**src/rtl/mcu_pkg.sv**
```systemverilog
// Shared types and encodings for the multicycle control unit.
// Build option: MCU_JUMP_EN adds the JUMP state and opcode 010.
package mcu_pkg;

  typedef enum logic [3:0] {
    FETCH,
    DECODE,
    MEM_ADDR,
    MEM_RD,
    MEM_WB,
    MEM_WR,
    EXEC_R,
    EXEC_I,
    ALU_WB,
    BRANCH,
    TRAP
`ifdef MCU_JUMP_EN
    , JUMP
`endif
  } state_t;

  localparam logic [2:0] OP_R    = 3'b000;
  localparam logic [2:0] OP_SLTI = 3'b001;
  localparam logic [2:0] OP_JUMP = 3'b010;
  localparam logic [2:0] OP_LW   = 3'b100;
  localparam logic [2:0] OP_SW   = 3'b101;
  localparam logic [2:0] OP_BEQ  = 3'b110;
  localparam logic [2:0] OP_ADDI = 3'b111;

  localparam logic [1:0] ALU_FUNCT = 2'b00;
  localparam logic [1:0] ALU_SUB   = 2'b01;
  localparam logic [1:0] ALU_SLT   = 2'b10;
  localparam logic [1:0] ALU_ADD   = 2'b11;

  localparam logic [1:0] SRCB_REG   = 2'b00;
  localparam logic [1:0] SRCB_FOUR  = 2'b01;
  localparam logic [1:0] SRCB_IMM   = 2'b10;
  localparam logic [1:0] SRCB_SHIMM = 2'b11;

  localparam logic [1:0] PC_ALU  = 2'b00;
  localparam logic [1:0] PC_OUT  = 2'b01;
  localparam logic [1:0] PC_JUMP = 2'b10;

endpackage

```
**src/rtl/mcu_out_decode.sv**
```systemverilog
// State-to-control decode; purely combinational.
// Build option: MCU_JUMP_EN adds the JUMP decode.
module mcu_out_decode
  import mcu_pkg::*;
(
  input  state_t     state,
  input  logic       memReady,
  input  logic       regDstQ,
  input  logic       sltiQ,
  input  logic       kill,
  output logic       pcWrite,
  output logic       pcWriteCond,
  output logic       irWrite,
  output logic       iOrD,
  output logic       memRead,
  output logic       memWrite,
  output logic       regDst,
  output logic       regWrite,
  output logic       memToReg,
  output logic       aluSrcA,
  output logic [1:0] aluSrcB,
  output logic [1:0] aluOp,
  output logic [1:0] pcSource,
  output logic       illegal
);

  always_comb begin
    pcWrite     = 1'b0;
    pcWriteCond = 1'b0;
    irWrite     = 1'b0;
    iOrD        = 1'b0;
    memRead     = 1'b0;
    memWrite    = 1'b0;
    regDst      = 1'b0;
    regWrite    = 1'b0;
    memToReg    = 1'b0;
    aluSrcA     = 1'b0;
    aluSrcB     = SRCB_REG;
    aluOp       = ALU_FUNCT;
    pcSource    = PC_ALU;
    illegal     = 1'b0;
    // Reset forces every strobe and select low.
    if (!kill) begin
      unique case (state)
        FETCH: begin
          memRead = 1'b1;
          aluSrcB = SRCB_FOUR;
          aluOp   = ALU_ADD;
          irWrite = memReady;
          pcWrite = memReady;
        end
        DECODE: begin
          aluSrcB = SRCB_SHIMM;
          aluOp   = ALU_ADD;
        end
        MEM_ADDR: begin
          aluSrcA = 1'b1;
          aluSrcB = SRCB_IMM;
          aluOp   = ALU_ADD;
        end
        MEM_RD: begin
          memRead = 1'b1;
          iOrD    = 1'b1;
        end
        MEM_WB: begin
          regWrite = 1'b1;
          memToReg = 1'b1;
        end
        MEM_WR: begin
          memWrite = 1'b1;
          iOrD     = 1'b1;
        end
        EXEC_R: begin
          aluSrcA = 1'b1;
          aluSrcB = SRCB_REG;
          aluOp   = ALU_FUNCT;
        end
        EXEC_I: begin
          aluSrcA = 1'b1;
          aluSrcB = SRCB_IMM;
          aluOp   = sltiQ ? ALU_SLT : ALU_ADD;
        end
        ALU_WB: begin
          regWrite = 1'b1;
          regDst   = regDstQ;
        end
        BRANCH: begin
          aluSrcA     = 1'b1;
          aluSrcB     = SRCB_REG;
          aluOp       = ALU_SUB;
          pcWriteCond = 1'b1;
          pcSource    = PC_OUT;
        end
        TRAP: illegal = 1'b1;
`ifdef MCU_JUMP_EN
        JUMP: begin
          pcWrite  = 1'b1;
          pcSource = PC_JUMP;
        end
`endif
        default: ;
      endcase
    end
  end

endmodule

```
**src/rtl/multicycle_control_unit.sv**
```systemverilog
// Multicycle FSM control: state register, sequencing, retire counter.
// Build option: MCU_JUMP_EN enables the JUMP instruction (opcode 010).
module multicycle_control_unit
  import mcu_pkg::*;
#(
  parameter int OPCODE_W = 3,
  parameter int CNT_W    = 16
) (
  input  logic                clk,
  input  logic                rst,
  input  logic [OPCODE_W-1:0] opcode,
  input  logic                mem_ready,
  output logic                pc_write,
  output logic                pc_write_cond,
  output logic                ir_write,
  output logic                i_or_d,
  output logic                mem_read,
  output logic                mem_write,
  output logic                reg_dst,
  output logic                reg_write,
  output logic                mem_to_reg,
  output logic                alu_src_a,
  output logic [1:0]          alu_src_b,
  output logic [1:0]          alu_op,
  output logic [1:0]          pc_source,
  output logic                illegal,
  output logic [CNT_W-1:0]    instr_count
);

  state_t     state;
  state_t     nextState;
  logic       regDstQ;
  logic       sltiQ;
  logic       opHiZero;
  logic [2:0] opLow;
  logic       retire;

  assign opHiZero = ((opcode >> 3) == '0);
  assign opLow    = opcode[2:0];

  always_comb begin
    nextState = state;
    unique case (state)
      FETCH:    if (mem_ready) nextState = DECODE;
      DECODE: begin
        nextState = TRAP;
        if (opHiZero) begin
          case (opLow)
            OP_LW, OP_SW:     nextState = MEM_ADDR;
            OP_R:             nextState = EXEC_R;
            OP_ADDI, OP_SLTI: nextState = EXEC_I;
            OP_BEQ:           nextState = BRANCH;
`ifdef MCU_JUMP_EN
            OP_JUMP:          nextState = JUMP;
`endif
            default:          nextState = TRAP;
          endcase
        end
      end
      MEM_ADDR: nextState = (opLow == OP_SW) ? MEM_WR : MEM_RD;
      MEM_RD:   if (mem_ready) nextState = MEM_WB;
      MEM_WR:   if (mem_ready) nextState = FETCH;
      EXEC_R:   nextState = ALU_WB;
      EXEC_I:   nextState = ALU_WB;
      default:  nextState = FETCH;
    endcase
  end

  // TRAP returns to FETCH without retiring.
  always_comb begin
    retire = 1'b0;
    unique case (state)
      MEM_WB, ALU_WB, BRANCH: retire = 1'b1;
      MEM_WR:                 retire = mem_ready;
`ifdef MCU_JUMP_EN
      JUMP:                   retire = 1'b1;
`endif
      default:                retire = 1'b0;
    endcase
  end

  always_ff @(posedge clk) begin
    if (rst) begin
      state       <= FETCH;
      instr_count <= '0;
      regDstQ     <= 1'b0;
      sltiQ       <= 1'b0;
    end else begin
      state <= nextState;
      if (retire) instr_count <= instr_count + CNT_W'(1);
      if (state == DECODE) sltiQ <= (opLow == OP_SLTI);
      if (state == EXEC_R) regDstQ <= 1'b1;
      if (state == EXEC_I) regDstQ <= 1'b0;
    end
  end

  mcu_out_decode uDecode (
    .state       (state),
    .memReady    (mem_ready),
    .regDstQ     (regDstQ),
    .sltiQ       (sltiQ),
    .kill        (rst),
    .pcWrite     (pc_write),
    .pcWriteCond (pc_write_cond),
    .irWrite     (ir_write),
    .iOrD        (i_or_d),
    .memRead     (mem_read),
    .memWrite    (mem_write),
    .regDst      (reg_dst),
    .regWrite    (reg_write),
    .memToReg    (mem_to_reg),
    .aluSrcA     (alu_src_a),
    .aluSrcB     (alu_src_b),
    .aluOp       (alu_op),
    .pcSource    (pc_source),
    .illegal     (illegal)
  );

endmodule
```
**config.mk**
```make
export PLATFORM = sky130hd
export DESIGN_NAME = multicycle_control_unit
export DESIGN_NICKNAME = d
export VERILOG_FILES = /design/src/rtl/mcu_pkg.sv /design/src/rtl/mcu_out_decode.sv /design/src/rtl/multicycle_control_unit.sv
export SDC_FILE = /design/constraint.sdc
export NUM_CORES = 1
export LEC_CHECK = 0
export CAP_MARGIN = 0
export CORE_MARGIN = 5
export CORE_UTILIZATION = 48
export DETAILED_ROUTE_END_ITERATION = 10
export GPL_TIMING_DRIVEN = 0
export PLACE_DENSITY = 0.86
export SLEW_MARGIN = 15
export SYNTH_ARGS = -nofsm -noshare
export SYNTH_HDL_FRONTEND = slang
export SYNTH_HIERARCHICAL = 1
export SYNTH_SLANG_ARGS = --single-unit
```
**constraint.sdc**
```tcl
create_clock -name clk -period 2.75 [get_ports clk]
set_clock_uncertainty 0.2 [all_clocks]
set_input_delay 0.275 -clock clk [delete_from_list [all_inputs] [get_ports clk]]
set_output_delay 0.275 -clock clk [all_outputs]
set_load 0.01 [all_outputs]
```
# Word level (Yosys, flattened, before mapping)
# Index checks and enable logic that the tools add are counted.
[op_classes]
n_addsub = 1
n_eq_ne = 18
n_mux = 34
reduce_logical = 14
[op_table]
columns = ["cell", "n"]
rows = [
  ["4-bit case mux with 6 select lines", 1],
  ["1-bit two-way mux", 22],
  ["16-bit by 1-bit adder with 16-bit output, second input constant", 1],
  ["4-bit by 3-bit == test with 1-bit output, second input constant", 4],
  ["4-bit case mux with 4 select lines", 1],
  ["2-bit OR reduction", 8],
  ["3-bit == test, second input constant", 4],
  ["4-bit == test, second input constant", 3],
  ["4-bit two-way mux", 3],
  ["2-bit case mux with 3 select lines", 2],
  ["4-bit by 2-bit == test with 1-bit output, second input constant", 2],
  ["2-bit two-way mux", 3],
  ["2-bit inequality test, second input constant", 3],
  ["3-bit OR reduction", 2],
  ["4-bit by 1-bit == test with 1-bit output, second input constant", 1],
  ["4-bit logical NOT", 1],
  ["4-bit OR reduction", 1],
  ["3-bit by 1-bit == test with 1-bit output, second input constant", 1],
  ["3-bit logical NOT", 1],
  ["3-bit two-way mux", 1],
  ["3-bit AND reduction", 1],
  ["1-bit case mux with 2 select lines", 1],
]
[totals]
register_bits = 22
in_bits = 6
output_inout_bits = 33

# Logic depth before layout (Yosys ltp)
[depth]
ltp_word = 4
depth_mapped = 7

# By module
# Netlist, hierarchy kept.
[by_module_without_submodules]
columns = ["mod", "n_inst", "cells_per_inst", "area_per_inst_um2", "seq_area_each_um2"]
rows = [
  ["multicycle_control_unit", 1, 147, 1183.6, 440.4],
  ["mcu_out_decode", 1, 41, 285.3, 0.0],
]

# Worst setup path after synthesis
# OpenSTA, ideal clock, no wires.
[synth_timing]
kind = "reg-to-reg"
startpoint = "register instr_count[0]"
endpoint = "register instr_count[14]"
setup_time_ns = 0.070
arrival_ns = 1.835
path_slack_ns = 0.645
path_stages_with_launch = 6
n_path_buf = 0
period_less_slack_ns = 2.105
cell_sequence = "dfxtp_1 > ha_1 > nand2b_4 > or4_4 > or4_1 > a21oi_1"
[synth_between]
elab_chain_cells = 1
[synth_lines]
columns = ["item", "line_no", "text"]
rows = [
  ["start: declaration", "multicycle_control_unit.sv:27", "output logic [CNT_W-1:0] instr_count"],
  ["start signal: assignment", "multicycle_control_unit.sv:90", "if (retire) instr_count <= instr_count + CNT_W'(1);"],
  ["16-bit by 1-bit adder with 16-bit output", "multicycle_control_unit.sv:90", ""],
]
# No other way between the ends.
# A chain may end at the register's enable or synchronous reset.

# Worst setup path after layout
[layout_timing]
startpoint = "register state[1]"
endpoint = "output port alu_op[0]"
[layout_between]
elab_chain_cells = 4
word_cells_on_any_way = 8
classes_between = "eq/ne (4); mux (2); reduce/logical (2)"
[layout_lines]
columns = ["item", "line_no", "text"]
rows = [
  ["start: declaration", "multicycle_control_unit.sv:30", "state_t state;"],
  ["start signal: assignment", "multicycle_control_unit.sv:89", "state <= nextState;"],
  ["4-bit by 1-bit == test with 1-bit output, or another cell as far along", "mcu_out_decode.sv:44", "unique case (state)"],
  ["3-bit OR reduction (no source line)", "-", ""],
  ["2-bit case mux with 3 select lines *", "mcu_out_decode.sv:44", ""],
  ["2-bit two-way mux *", "mcu_out_decode.sv:43", "if (!kill) begin"],
  ["end: declaration", "multicycle_control_unit.sv:24", "output logic [1:0] alu_op,"],
]
# Mark *: on every way between the ends. The rest lies on a longest branch, timed or not.

==> qor.yml <==
layout:
  diodes: 0
  fin_nets: 237
  final-seq-area_um2: 440
  fill_cells: 244
  multi_input_area_um2: 923
  layout-area-overhead-vs-synth_pct: 30.4
  stdcell_count: 262
  final_layout_size_suffix_gt1_frac: 0.0961
floorplanning:
  die-area_um2: 4270
  rows: 20
  core_area_um2: 3000
  start_util: 0.489
  dieWidth_um: 65.3
  dieHeight_um: 65.3
  pin_count: 39
sta:
  relSlewSlack: 0.660
  drv_slew: 0
  finalCriticalPeriod_ns: 2.47
  rsz0062_at_grt: "false"
  fmax_ghz: 0.404
  tightest_slew_ns: 0.510
  min_period_over_period: 0.899
  finalSetupViolations: 0
  hold_viol: 0
  fin_ws_ns: 0.277
yosys:
  synth-adder-area-share: 0.00852
  synth_commonest_cells: "dfxtp_1, nand2_1, a21oi_1"
  synth_compound_area_frac: 0.198
  synth.distinct_cells: 47
  synth-simple-area-share: 0.365
  synth.top_cells.by_area: "dfxtp_1, or4_1, a21oi_1, nand2_1, o31ai_1"
  synth-edff-count: 0
  synthFlopType: "dfxtp_1"
  ys_seq_area_frac: 0.300
  netlist_area_um2: 1470
  yosysTopAreaCellShare: 0.300
  synth_top_family_by_area: "simple AND/OR/NAND/NOR gates"
  synthMuxAreaShare: 0.0298
  synth_area_leader_cell: "dfxtp_1"
  async_reset_ff_frac: 0
  yosysMostFrequentCell: "dfxtp_1"
  synth_warnings: 6
  syn_inst: 188
  avgSynthCellArea_um2: 7.81
  synth_xor_area_frac: 0.0239
  synth_seq_cells: 22
  synth_nets: 195
cts:
  cts_buffer_depth: 2
  cts_made_buffers: 3
  ctsResizeCount: 1
  postCtsSetupBuffers: 0
  ctsHtreeMaxLevel: 1
  cts-hold-fix-buffers: 0
  worstSkewPairLatency_ns: 0.31
  cts_root_buffer: "clkbuf_4"
  cts.reportedPaths.clkPinSlew_ns: 0.12
  cts_tree: "built"
  cts_num_sinks: 22
critical_path:
  path_buf_inv: 2
  end_kind: "output port"
  required_ns: 2.28
  critPathLaunch: "state[1]$_SDFFE_PP0P_"
  reg2reg_from: "state[0]$_SDFFE_PP0P_"
  path_cells: "buf_6 -> and4b_1 -> o21bai_1 -> a21oi_1 -> clkdlybuf4s50_1"
  start_kind: "flip-flop"
  cp_slowest_cell: "clkdlybuf4s50_1"
  path_class: "reg -> out"
  r2r_slack_ns: 0.48
  cp_max_fo: 10
  arrival_ns: 2.00
  crit_path_max_incr_delay_ns: 0.56
  crit_family: "buffers and inverters"
place:
  gp_congestion: 0.873
  hpwl_um: 2640
  post-place-cells: 258
  dpl_worst_slack_ns: -0.00219
  io_buffers: 37
global_routing:
  grt_pass1_vias: 1311
  antenna_found_initial: 0
  grt_usage: 0.175
  grt_pass1_wl_um: 6090
  grt_overflow: 0
  grt_max_degree: 13
pwr:
  power.density_nw_per_um2: 401
  p_leak_nw: 0.610
  vdd_ir_drop_max_uv: 263
worst_hold_path:
  hold_path_class: "reg -> reg"
  hp-start: "instr_count[15]$_SDFFE_PP0P_"
route:
  via_per_inst: 5.79
  wl_met3_um: 244
  drt_iter0_drc: 128
  dr.max_layer_used: "met4"
  wl_met2_um: 1600
  drc: 0
  wl_per_cell_um: 13.6
  drt_pre_antenna_iters: 4
  vias: 1518
  ant_nets: 0
  drt-total-wl_um: 3560
  met1Wirelength_um: 1690
status:
  status: "complete, no violations"
run:
  cap_viol_max_count: 0
==> tightest hold or removal path, delay by kind of cell (launching register included) <==
family	cells	cell delay, ns
flip-flops	1	0.34
AO/OA/AOI/OAI	2	0.13
==> power breakdown <==
part | switching [W] | internal [W]
Clock | 0.000101 | 0.0000808
Sequential | 0.0000125 | 0.000329
Combinational | 0.000131 | 0.000114
Total | 0.000244 | 0.000524
==> area by class of cell <==
| cell class | instances | share of cell area |
|---|---|---|
| multi-input cells | 148 | 0.482 |
| flip-flops and latches | 22 | 0.230 |
| repair buffers | 37 | 0.193 |
| plain buffers | 17 | 0.0529 |
| well taps | 33 | 0.0216 |
| clock buffers | 4 | 0.0189 |
| inverters | 1 | 0.00196 |
==> registers in the layout, indices dropped and copies added, names as in the netlist <==
name	flops
sltiQ	1
regDstQ	1
instr_count	16
state	4
==> per-stage QoR <==
stage | hold WS [ns] | cell area, um^2 | setup TNS, ns | power [W] | utilization
3_3_place_gp | 0.267 | 1880 | 0 | 0.000589 | 0.626
2_1_floorplan | 0.235 | 1470 | 0 | 0.000504 | -
3_5_place_dp | 0.273 | 1880 | -0.00219 | 0.000593 | 0.626
6_report | 0.293 | 1920 | 0 | 0.000768 | 0.638
5_1_grt | 0.351 | 1920 | 0 | 0.000807 | 0.638
4_1_cts | 0.291 | 1920 | 0 | 0.000771 | 0.638
==> cells in the final DEF (no fill, tap or decap), drive strengths merged, types with 2 or more instances in the layout <==
cell type / count
clkbuf: 10
nor2: 11
o21bai: 2
nand2: 21
buf: 11
a21oi: 17
or4: 13
nor3: 5
o21ai: 12
nand3b: 2
nand2b: 5
mux2: 3
nand4: 3
or2: 2
nor3b: 3
nand3: 3
and4b: 2
dfxtp: 22
nor4b: 3
nor2b: 5
clkdlybuf4s50: 36
xnor2: 3
or3: 5
nor4: 4
o31ai: 10
==> metal layers <==
metal	GRT usage	up-vias
met5	0	-
met4	0.0570	0
met3	0.0188	2
met2	0.263	53
met1	0.260	683
li1	-	780
==> logic make-up after synthesis <==
logic type      count (synthesis)
flops                          22
mux                             4
other cells                     1
xor+xnor                        4
compound gates                 48
simple gates                   90
buf+inv                        18
fa+ha+maj                       1
==> path summary, 6_finish.rpt <==
| path | end | cells past startpoint |
|---|---|---|
| worst max-delay path | alu_op[0] | 5 |
| worst min-delay path | instr_count[15]$_SDFFE_PP0P_ | 2 |
| worst max register to register | instr_count[4]$_SDFFE_PP0P_ | 7 |
| worst min register to register | instr_count[15]$_SDFFE_PP0P_ | 2 |
Note: power is estimated with default switching activity, not from simulation.
